===== config.mk =====
export PLATFORM = sky130hd
export DESIGN_NAME = sd_grant_skid
export DESIGN_NICKNAME = d
export VERILOG_FILES = /design/src/rtl/sd_grant_skid.sv
export SDC_FILE = /design/constraint.sdc
export NUM_CORES = 1
export LEC_CHECK = 0
export CAP_MARGIN = 20
export CORE_ASPECT_RATIO = 1.5
export CORE_UTILIZATION = 47
export DETAILED_ROUTE_END_ITERATION = 6
export GPL_TIMING_DRIVEN = 0
export PLACE_DENSITY = 0.77
export SLEW_MARGIN = 10
export SYNTH_ARGS = -nofsm -noshare
export SYNTH_HDL_FRONTEND = slang
export SYNTH_SLANG_ARGS = --single-unit

===== constraint.sdc =====
create_clock -name clk -period 2.4 [get_ports clk]
set_clock_uncertainty 0.15 [all_clocks]
set_input_delay 0.36 -clock clk [delete_from_list [all_inputs] [get_ports clk]]
set_output_delay 0.36 -clock clk [all_outputs]
set_load 0.005 [all_outputs]

===== src/rtl/sd_grant_skid.sv =====
// Two-entry skid buffer behind a round-robin mux.
// It carries {source id, data} per word, where the source id is encoded from the one-hot grant.
// It also flags any accepted word whose grant was not exactly one-hot.
module sd_grant_skid #(
    parameter int unsigned width  = 8,
    parameter int unsigned inputs = 2,
    parameter int unsigned idw    = 1
) (
    input  logic              clk,
    input  logic              reset,
    input  logic [width-1:0]  c_data,
    input  logic [inputs-1:0] c_grant,
    input  logic              c_srdy,
    output logic              c_drdy,
    output logic [width-1:0]  p_data,
    output logic [idw-1:0]    p_id,
    output logic              p_srdy,
    input  logic              p_drdy,
    output logic              grant_err
);

    typedef enum logic [1:0] {
        EMPTY = 2'd0,
        ONE   = 2'd1,
        TWO   = 2'd2
    } state_t;

    state_t           state;
    logic [width-1:0] data1;
    logic [idw-1:0]   id1;

    logic             push_c;
    logic             pop_c;
    logic [idw-1:0]   in_id_c;
    logic             one_hot_c;

    // Handshakes: both directions are evaluated in the same cycle
    assign push_c = c_srdy & c_drdy;
    assign pop_c  = p_srdy & p_drdy;

    // Lowest set grant bit gives the id; a zero grant maps to id 0
    always_comb begin
        in_id_c = '0;
        for (int i = int'(inputs) - 1; i >= 0; i--) begin
            if (c_grant[i]) in_id_c = idw'(i);
        end
    end

    // The grant is well-formed only when exactly one bit is set
    assign one_hot_c = (c_grant != '0) &&
                       ((c_grant & (c_grant - inputs'(1))) == '0);

    // Occupancy FSM.
    // Entry0 drives p_data/p_id directly, and the ready/valid flags are held in flops.
    always_ff @(posedge clk or posedge reset) begin
        if (reset) begin
            state     <= EMPTY;
            p_srdy    <= 1'b0;
            c_drdy    <= 1'b1;
            grant_err <= 1'b0;
            p_data    <= '0;
            p_id      <= '0;
            data1     <= '0;
            id1       <= '0;
        end else begin
            grant_err <= push_c & ~one_hot_c;
            case (state)
                EMPTY: begin
                    if (push_c) begin
                        p_data <= c_data;
                        p_id   <= in_id_c;
                        state  <= ONE;
                        p_srdy <= 1'b1;
                        c_drdy <= 1'b1;
                    end
                end
                ONE: begin
                    if (push_c && !pop_c) begin
                        data1  <= c_data;
                        id1    <= in_id_c;
                        state  <= TWO;
                        c_drdy <= 1'b0;
                    end else if (push_c && pop_c) begin
                        p_data <= c_data;
                        p_id   <= in_id_c;
                    end else if (pop_c) begin
                        state  <= EMPTY;
                        p_srdy <= 1'b0;
                    end
                end
                TWO: begin
                    if (pop_c) begin
                        p_data <= data1;
                        p_id   <= id1;
                        state  <= ONE;
                        c_drdy <= 1'b1;
                    end
                end
                default: begin
                    state  <= EMPTY;
                    p_srdy <= 1'b0;
                    c_drdy <= 1'b1;
                end
            endcase
        end
    end

endmodule


==> results.cfg, run 1 <==
[synth]
yosysTopAreaCell = dfrtp_1
netlist-cell-type-count = 21
synth_nets = 93
ys_warn_count = 0
yosysSeqAreaShare_pct = 54.4
synthCells = 78
synth_seq_cells = 23
syn_area_per_cell_um2 = 13.6
yosys-top-cells-area = dfrtp_1 (52%), mux2_2 (29%), dfstp_2 (2.5%)
synth.top_cell.area_share_pct = 51.9
synth_area_um2 = 1060

[route]
vias_per_cell = 5.37
ant_nets = 0
routed_wl_um = 1860
remaining_drc_errors = 0
via_count = 693
wire_per_inst_um = 14.4
dr.first_iter.drc_count = 13
first_pass_iters = 2

[critical_path]
cp_slowest_stage_delay_ns = 0.57
critPathCaptureType = output pin
crit_path_max_fanout = 5
start_kind = register
crit_family = flip-flops
crit_type = register to output pin
crit_chain = clkdlybuf4s50_1
cp.arrival_ns = 1.37
critical_path.slowest_cell = dfstp_2
crit_buf_inv = 1
r2r_start = state[1]
required_ns = 1.89
startpoint = c_drdy

[placement]
dp.final_hpwl_um = 1360
dp_slack_ns = 0.181
portBuffers = 25
gp_congestion = 0.624

[layout]
diodes = 0
final_common_cell = mux2_2
syn_to_final_growth_pct = 28.7
nFillCells = 154
final_cell_mix = mux2_2 (27), clkdlybuf4s50_1 (25), dfrtp_1 (22)
fin_nets = 123
layout-drive-gt1-share_pct = 33.6

[power]
internal_power_w = 0.000478
power_density_nw_per_um2 = 442
switching_power_w = 0.000125
p_seq_share_pct = 64.3
switching_share_pct = 20.8
vdd_drop_max_mv = 0.438
clkPwrFrac_pct = 29.0
power.leakage_nw = 0.642
finalPower_w = 0.000603
p_comb_share_pct = 6.7

[clock_network]
clockRootBuffer = clkbuf_4
cts_buffers = 3
cts_tree = yes
clk_latency_ns = 0.30
htree_levels = 1
cts_resized = 0
cts_hold_buf = 0
cts_buffer_depth = 2
cts.clk_slew.worst_paths_ns = 0.12
cts_setup_buffers = 0
cts_sinks = 23

[global_route]
overflow = 0
grt_pass1_wl_um = 3080
grt_pass1_vias = 723
grtUsageTotal_pct = 19.0
grt_start_max_net_pins = 24
antenna_found_initial = 0

[sta]
worst_slack_ns = 0.515
rsz0062_at_grt = no
setup_violations = 0
max_slew_margin_pct = 44.0
maxSlewViolCount = 0
hold_viol = 0
fmax_mhz = 531
post-route-min-period_ns = 1.88
tns_ns = 0
timing.final.crit_share_pct = 78.5
worst_pin_slew_ns = 0.839

[die]
die-height_um = 60.2
fp.coreArea_um2 = 2080
num_rows = 20
die_w_um = 40.8
dieArea_um2 = 2450
initial_utilization_pct = 51.0
pin_count = 26

[job]
maxCapViolCount = 0

[outcome]
status = complete, no violations

[hold_path]
hold_path_class = input pin to asynchronous set/reset pin
-- power groups by stage --
stage / sequential (W) / combinational, W / clock [W]
2_1_floorplan: 0.000395 / 0.0000144 / 0
3_3_place_gp: 0.000395 / 0.0000403 / 0
3_5_place_dp: 0.000395 / 0.0000414 / 0
4_1_cts: 0.000388 / 0.0000415 / 0.000176
5_1_grt: 0.000388 / 0.0000456 / 0.000199
6_report: 0.000388 / 0.0000404 / 0.000175
-- stage by stage --
stage	util [%]	hold slack, ns	instance area [µm²]	cells
floorplan	-	0.211	1060	78
global placement	64.4	0.331	1340	125
detailed placement	64.4	0.343	1340	125
CTS	65.7	0.370	1360	129
global route	65.7	0.377	1360	129
finish	65.7	0.366	1360	129
-- flip-flops by register name, summed over array words and instances (netlist names) --
name / cells
data1: 8
p_data: 8
state: 2
c_drdy: 1
grant_err: 1
id1: 1
p_id: 1
p_srdy: 1
-- cells in the mapped netlist --
cell type and number:
nand2_1 5, inv_1 2, buf_2 1, nand3b_1 2, o21ai_0 2, nor2_1 4, nand3_2 1, dfstp_2 1
nand3_1 1, o21a_1 1, a21oi_1 1, and3_1 1, a31oi_4 1, mux2_2 27, dfrtp_1 22, buf_4 1
o21bai_1 1, nor3_1 1, ha_1 1, o22ai_1 1, nor2b_4 1
-- cells by family (layout without fill, tap and decap cells) --
family	Yosys count	after routing	synth area share [%]
fa+ha+maj	1	1	1.18
buf+inv	4	33	1.89
mux	27	27	28.7
compound gates	7	7	5.43
simple gates	16	16	8.38
flops	23	23	54.4
-- per-layer routing --
metal / GRT usage [%] / wire [µm] / vias up
met3: 3.35 / 51 / 2
met1: 21.5 / 823 / 342
met5: 0 / 0 / -
li1: - / - / 335
met2: 31.5 / 962 / 14
met4: 11.4 / 23 / 0
-- final timing paths --
path | end | cells past startpoint | slack [ns]
min in group clk | data1[7] | 1 | 0.37
max in group asynchronous | grant_err | 2 | 1.22
hold / removal | p_data[6] | 2 | 0.37
setup reg to reg | p_data[2] | 4 | 0.53
setup / recovery | c_drdy | 1 | 0.52
hold reg to reg | data1[7] | 1 | 0.37
-- cell type report --
type / count / area (µm²) / share of cell area, %
Clock buffer: 4 / 26.3 / 1.93
Inverter: 2 / 7.51 / 0.550
Tap cell: 22 / 27.5 / 2.02
Sequential cell: 23 / 577 / 42.3
Timing Repair Buffer: 25 / 250 / 18.3
Multi-Input combinational cell: 51 / 463 / 33.9
Buffer: 2 / 12.5 / 0.917
(Power assumes the default switching activity.)
==> run 2: changes to the inputs <==
==> constraint.sdc (replaced) <==
create_clock -name clk -period 1.85 [get_ports clk]
set_clock_uncertainty 0.15 [all_clocks]
set_input_delay 0.2775 -clock clk [delete_from_list [all_inputs] [get_ports clk]]
set_output_delay 0.2775 -clock clk [all_outputs]
set_load 0.005 [all_outputs]
==> run 2 against run 1 <==
Compared with the run above: combinational power is 30% higher; register-to-register slack worse by 0.46 ns; cell count grew 1.6%; setup slack worse by 0.44 ns; hold slack got worse by 0.075 ns; sequential cell count unchanged; first-iteration DRC count fell by 15%; non-clock buffer count is 2 higher; largest power group unchanged; total power is 29% higher; sequential power rose by 30%; utilization is 1.4 points higher; critical path type is now register to register; count of clock-buffer cells in the layout unchanged.
==> results.cfg, run 2 (synthesis results as in run 1) <==
[route]
first_pass_iters = 3
ant_nets = 0
via_count = 705
dr.first_iter.drc_count = 11
routed_wl_um = 1870
wire_per_inst_um = 14.3
remaining_drc_errors = 0
vias_per_cell = 5.38

[global_route]
antenna_found_initial = 0
grt_pass1_vias = 732
grt_pass1_wl_um = 3100
grtUsageTotal_pct = 19.1
overflow = 0
grt_start_max_net_pins = 24

[critical_path]
crit_type = register to register
critical_path.slowest_cell = dfstp_2
cp.arrival_ns = 1.82
crit_path_max_fanout = 6
cp_slowest_stage_delay_ns = 0.57
crit_chain = nand2_1 -> o21bai_1 -> a31oi_4 -> buf_4 -> mux2_2
critPathCaptureType = register
start_kind = register
required_ns = 1.89

[power]
power_density_nw_per_um2 = 559
internal_power_w = 0.000619
p_comb_share_pct = 6.7
vdd_drop_max_mv = 0.567
switching_power_w = 0.000159
switching_share_pct = 20.4
power.leakage_nw = 0.667
p_seq_share_pct = 64.6
clkPwrFrac_pct = 28.7
finalPower_w = 0.000778

[layout]
final_cell_mix = mux2_2 (27), clkdlybuf4s50_1 (24), dfrtp_1 (21)
final_common_cell = mux2_2
ff_latch_area_um2 = 578
multiInputGateArea_um2 = 470
nFillCells = 155
syn_to_final_growth_pct = 31.4
diodes = 0
fin_nets = 125
utilization_pct = 67.0
layout-drive-gt1-share_pct = 35.8
top_regs = data1 x8, p_data x8, state x2

[die]
initial_utilization_pct = 51.0
pin_count = 26
fp.coreArea_um2 = 2080
num_rows = 20
die_w_um = 40.8
die-height_um = 60.2
dieArea_um2 = 2450

[clock_network]
htree_levels = 1
cts_buffer_depth = 2
cts_hold_buf = 0
cts_sinks = 23
cts.clk_slew.worst_paths_ns = 0.12
clockRootBuffer = clkbuf_4
cts_buffers = 3
clk_latency_ns = 0.30
cts_tree = yes

[sta]
setup_violations = 0
timing.final.crit_share_pct = 96.2
post-route-min-period_ns = 1.78
fmax_mhz = 562
maxSlewViolCount = 0
hold_slack_ns = 0.290
max_slew_margin_pct = 43.7
hold_viol = 0
rsz0062_at_grt = yes
worst_pin_slew_ns = 0.843

[outcome]
status = complete, no violations

[placement]
gp_congestion = 0.624
portBuffers = 25
dp.final_hpwl_um = 1360

[hold_path]
hold_path_class = input pin to asynchronous set/reset pin

[job]
maxCapViolCount = 0
-- run 2: changes by cell type in the layout (fill, tap and decap cells not counted), sizes merged --
cell	change
buf	+1
clkbuf	+1
clkdlybuf4s50	-1
dlymetal6s2s	+1
-- run 2: routing by layer --
layer / vias up / GRT usage [%] / routed length, µm
met1: 345 / 21.5 / 820
li1: 344 / - / -
met2: 14 / 31.7 / 971
met3: 2 / 3.35 / 52
met5: - / 0 / 0
met4: 0 / 11.4 / 23
-- run 2: power by group through the flow --
stage          clock, W  combinational [W]  sequential, W
2_1_floorplan         0          0.0000187       0.000512
3_3_place_gp          0          0.0000523       0.000512
3_5_place_dp          0          0.0000537       0.000512
4_1_cts        0.000229          0.0000538       0.000503
5_1_grt        0.000258          0.0000592       0.000503
6_report       0.000223          0.0000525       0.000503
-- run 2: what timing repair did --
item / in CTS / in global routing
buffers inserted: 2 / 0
endpoints found under the setup margin: 8 / 19
gates resized for setup: 0 / 4
pin swaps: 1 / 0
-- run 2: metrics by stage --
step,std cells,worst slack (ns),TNS (ns),instance area (µm²)
after floorplan,78,0.177,0,1060
after global placement,125,-0.229,-3.80,1340
after detailed placement,125,-0.287,-4.28,1340
after CTS,131,0.0176,0,1380
after global routing,131,-0.0297,-0.227,1390
final,131,0.0704,0,1390
-- run 2: critical path: cells and delay by family (launching register included) --
kind                   cells  cell delay, ns
AO/OA/AOI/OAI              2            0.37
buffers and inverters      1            0.18
flip-flops                 1            0.57
AND/OR/NAND/NOR            1            0.14
multiplexers               1            0.27
-- run 2: layout make-up --
type | count | share of cell area (%)
Sequential cell | 23 | 41.5
Multi-Input combinational cell | 51 | 33.8
Timing Repair Buffer | 27 | 19.2
Tap cell | 22 | 1.98
Clock buffer | 4 | 1.89
Buffer | 2 | 1.08
Inverter | 2 | 0.539
-- run 2: final timing paths --
kind / from / end / slack (ns) / cells after the start
min: reset / p_data[2] / 0.29 / 2
min in group clk: data1[7] / data1[7] / 0.36 / 1
max: c_drdy / p_data[7] / 0.07 / 5
min reg2reg: data1[7] / data1[7] / 0.36 / 1
max in group asynchronous: reset / state[1] / 0.69 / 2
max reg2reg: c_drdy / p_data[7] / 0.07 / 5
==> variant (flow settings as in run 1) <==
Make the reset (`reset`) synchronous in one clocked block.
--- a/src/rtl/sd_grant_skid.sv
+++ b/src/rtl/sd_grant_skid.sv
@@ -53,5 +53,5 @@
     // Occupancy FSM.
     // Entry0 drives p_data/p_id directly, and the ready/valid flags are held in flops.
-    always_ff @(posedge clk or posedge reset) begin
+    always_ff @(posedge clk) begin
         if (reset) begin
             state     <= EMPTY;
Check against the original RTL: differs if reset is asserted again (counterexample within 4 cycles, from zero or initial values and one cycle with reset high); with reset held inactive, the same outputs for 10 cycles.
==> variant against run 1 <==
Sequential cell count did not move. Count of clock-buffer cells in the layout unchanged. First-iteration DRC count rose by 140%. Area after synthesis grew 3.8%. Wire length increased by 35%. Worst setup slack improved by 58 ps. Via count rose by 43%. Design area increased by 3.0%. Synthesized cell count grew 47%. Die area grew 3.6%. Critical endpoint unchanged. Largest cell class is now multi-input combinational cells.
Power is not compared: it rests on default switching activity, and its combinational part moved more than twofold at a synthesized area within 25%.
==> variant: results (changes against run 1) <==
status: "finished, final reports clean"  # unchanged
cp_slowest_cell: "clkdlybuf4s50_1"  # was dfstp_2
yosys-top-cells-area: "dfxtp_1, a211oi_1, mux2i_1"  # was dfrtp_1, mux2_2, dfstp_2
viasPerCell: 5.92  # was 5.37
synth_seq_area_share_pct: 41.9  # was 54.4%
wl_per_cell_um: 15.0  # was 14.4 um
fillCellCount: 188  # was 154
via_count: 988  # was 693
synth-main-ff-cell: "dfxtp_1"  # was dfrtp_1
cp_slowest_stage_delay_ps: 540  # was 570 ps
place_area_um2: 1380  # was 1340 um2
grt_max_degree: 13  # was 24
grt_pass1_wl_um: 4270  # was 3080 um
grt_use_met1_pct: 22.1  # was 21.5%
slew_headroom_pct: 68.4  # was 44.0%
gp_congestion: 0.752  # was 0.624
grt_pass1_vias: 1027  # was 723
ir_drop_v: 0.000456
worst-path-max-fanout: 7  # was 5
worst_ep_arrival_time_ps: 1320  # was 1370 ps
ys_async_sr_fraction_pct: 0  # was 100%
drive_above_1_share_pct: 10.4  # was 33.6%
syn_nets: 130  # was 93
post_cts_buffers: 0  # unchanged
hold_path_class: "flop to flop"  # was input pin to asynchronous set/reset pin
hpwlAfterDp_um: 1740  # was 1360 um
synth_area_per_cell_um2: 9.56  # was 13.6 um2
cts_inserted_buffers: 3  # unchanged
globalRouteTotalUtil_pct: 21.7  # was 19.0%
critPathTopFamily: "buffers and inverters"  # was flip-flops
drtIter0Drc: 31  # was 13
use_met3_pct: 2.35  # was 3.35%
clkLatencyLatePin_ps: 320  # was 300 ps
drt_first_pass_iters: 4  # was 2
path_clk_slew_ps: 130
synthTopCellsByCount: "dfxtp_1, a211oi_1, a21oi_1"  # was mux2_2, dfrtp_1, nand2_1
pre_cts_ws_ps: 486  # was 181 ps
place_inst: 163  # was 125
ys_types: 31  # was 21
root_buffer: "clkbuf_4"  # unchanged
grt.met2_usage_pct: 42.9  # was 31.5%
cts_resized: 0  # unchanged
-- variant: cell count changes after synthesis, moves of 6 or more --
cell / change
dfrtp_1: -22
a21oi_1: +11
nand3_1: +8
mux2_2: -27
dfxtp_1: +23
mux2i_1: +9
a211oi_1: +17
o21ai_0: +6
-- variant: path summary, 6_finish.rpt --
kind	startpoint	endpoint	slack [ps]	cells after the start
hold reg to reg	data1[6]	data1[6]	340	2
hold / removal	data1[6]	data1[6]	340	2
setup reg to reg	state[0]	p_data[3]	880	5
setup / recovery	c_drdy	c_drdy	570	1
-- variant: cells by family (layout without fill, tap and decap cells) --
group,count (synthesis),after routing,share of synthesized area (%)
flops,23,23,41.9
mux,9,9,8.19
buf+inv,12,41,7.74
compound gates,46,46,28.0
simple gates,24,24,13.1
fa+ha+maj,1,1,1.14
-- variant: power by group --
| group | switching (W) | internal (W) |
|---|---|---|
| sequential | 0.0000382 | 0.000433 |
| combinational | 0.000160 | 0.000190 |
| clock | 0.000119 | 0.0000651 |
| total | 0.000317 | 0.000687 |
-- variant: per-layer routing --
layer  wire [um]  up-vias
li1            -      490
met1        1050      467
met2        1330       24
met3          79        7
met4          53        0
met5           0        -
-- variant: layout make-up --
class	count	area [um2]	share of cell area, %
well taps	23	28.8	2.05
inverters	2	7.51	0.534
plain buffers	10	77.6	5.52
repair buffers	25	250	17.8
multi-input cells	80	554	39.4
clock buffers	4	26.3	1.87
flip-flops and latches	23	460	32.8
-- variant: through the flow --
step | util (%) | hold slack [ps] | total power (W)
6_report | 62.9 | 337 | 0.00100
5_1_grt | 62.9 | 364 | 0.00105
4_1_cts | 62.9 | 338 | 0.00101
3_5_place_dp | 61.7 | 320 | 0.000829
3_3_place_gp | 61.7 | 309 | 0.000818
2_1_floorplan | - | 286 | 0.000684
-- variant: worst reg2reg max path, delay by kind of cell (launching register included) --
family / cells / cell delay, ps
AOI/OAI and AO/OA: 3 / 500
buffers and inverters: 2 / 280
DFF: 1 / 460
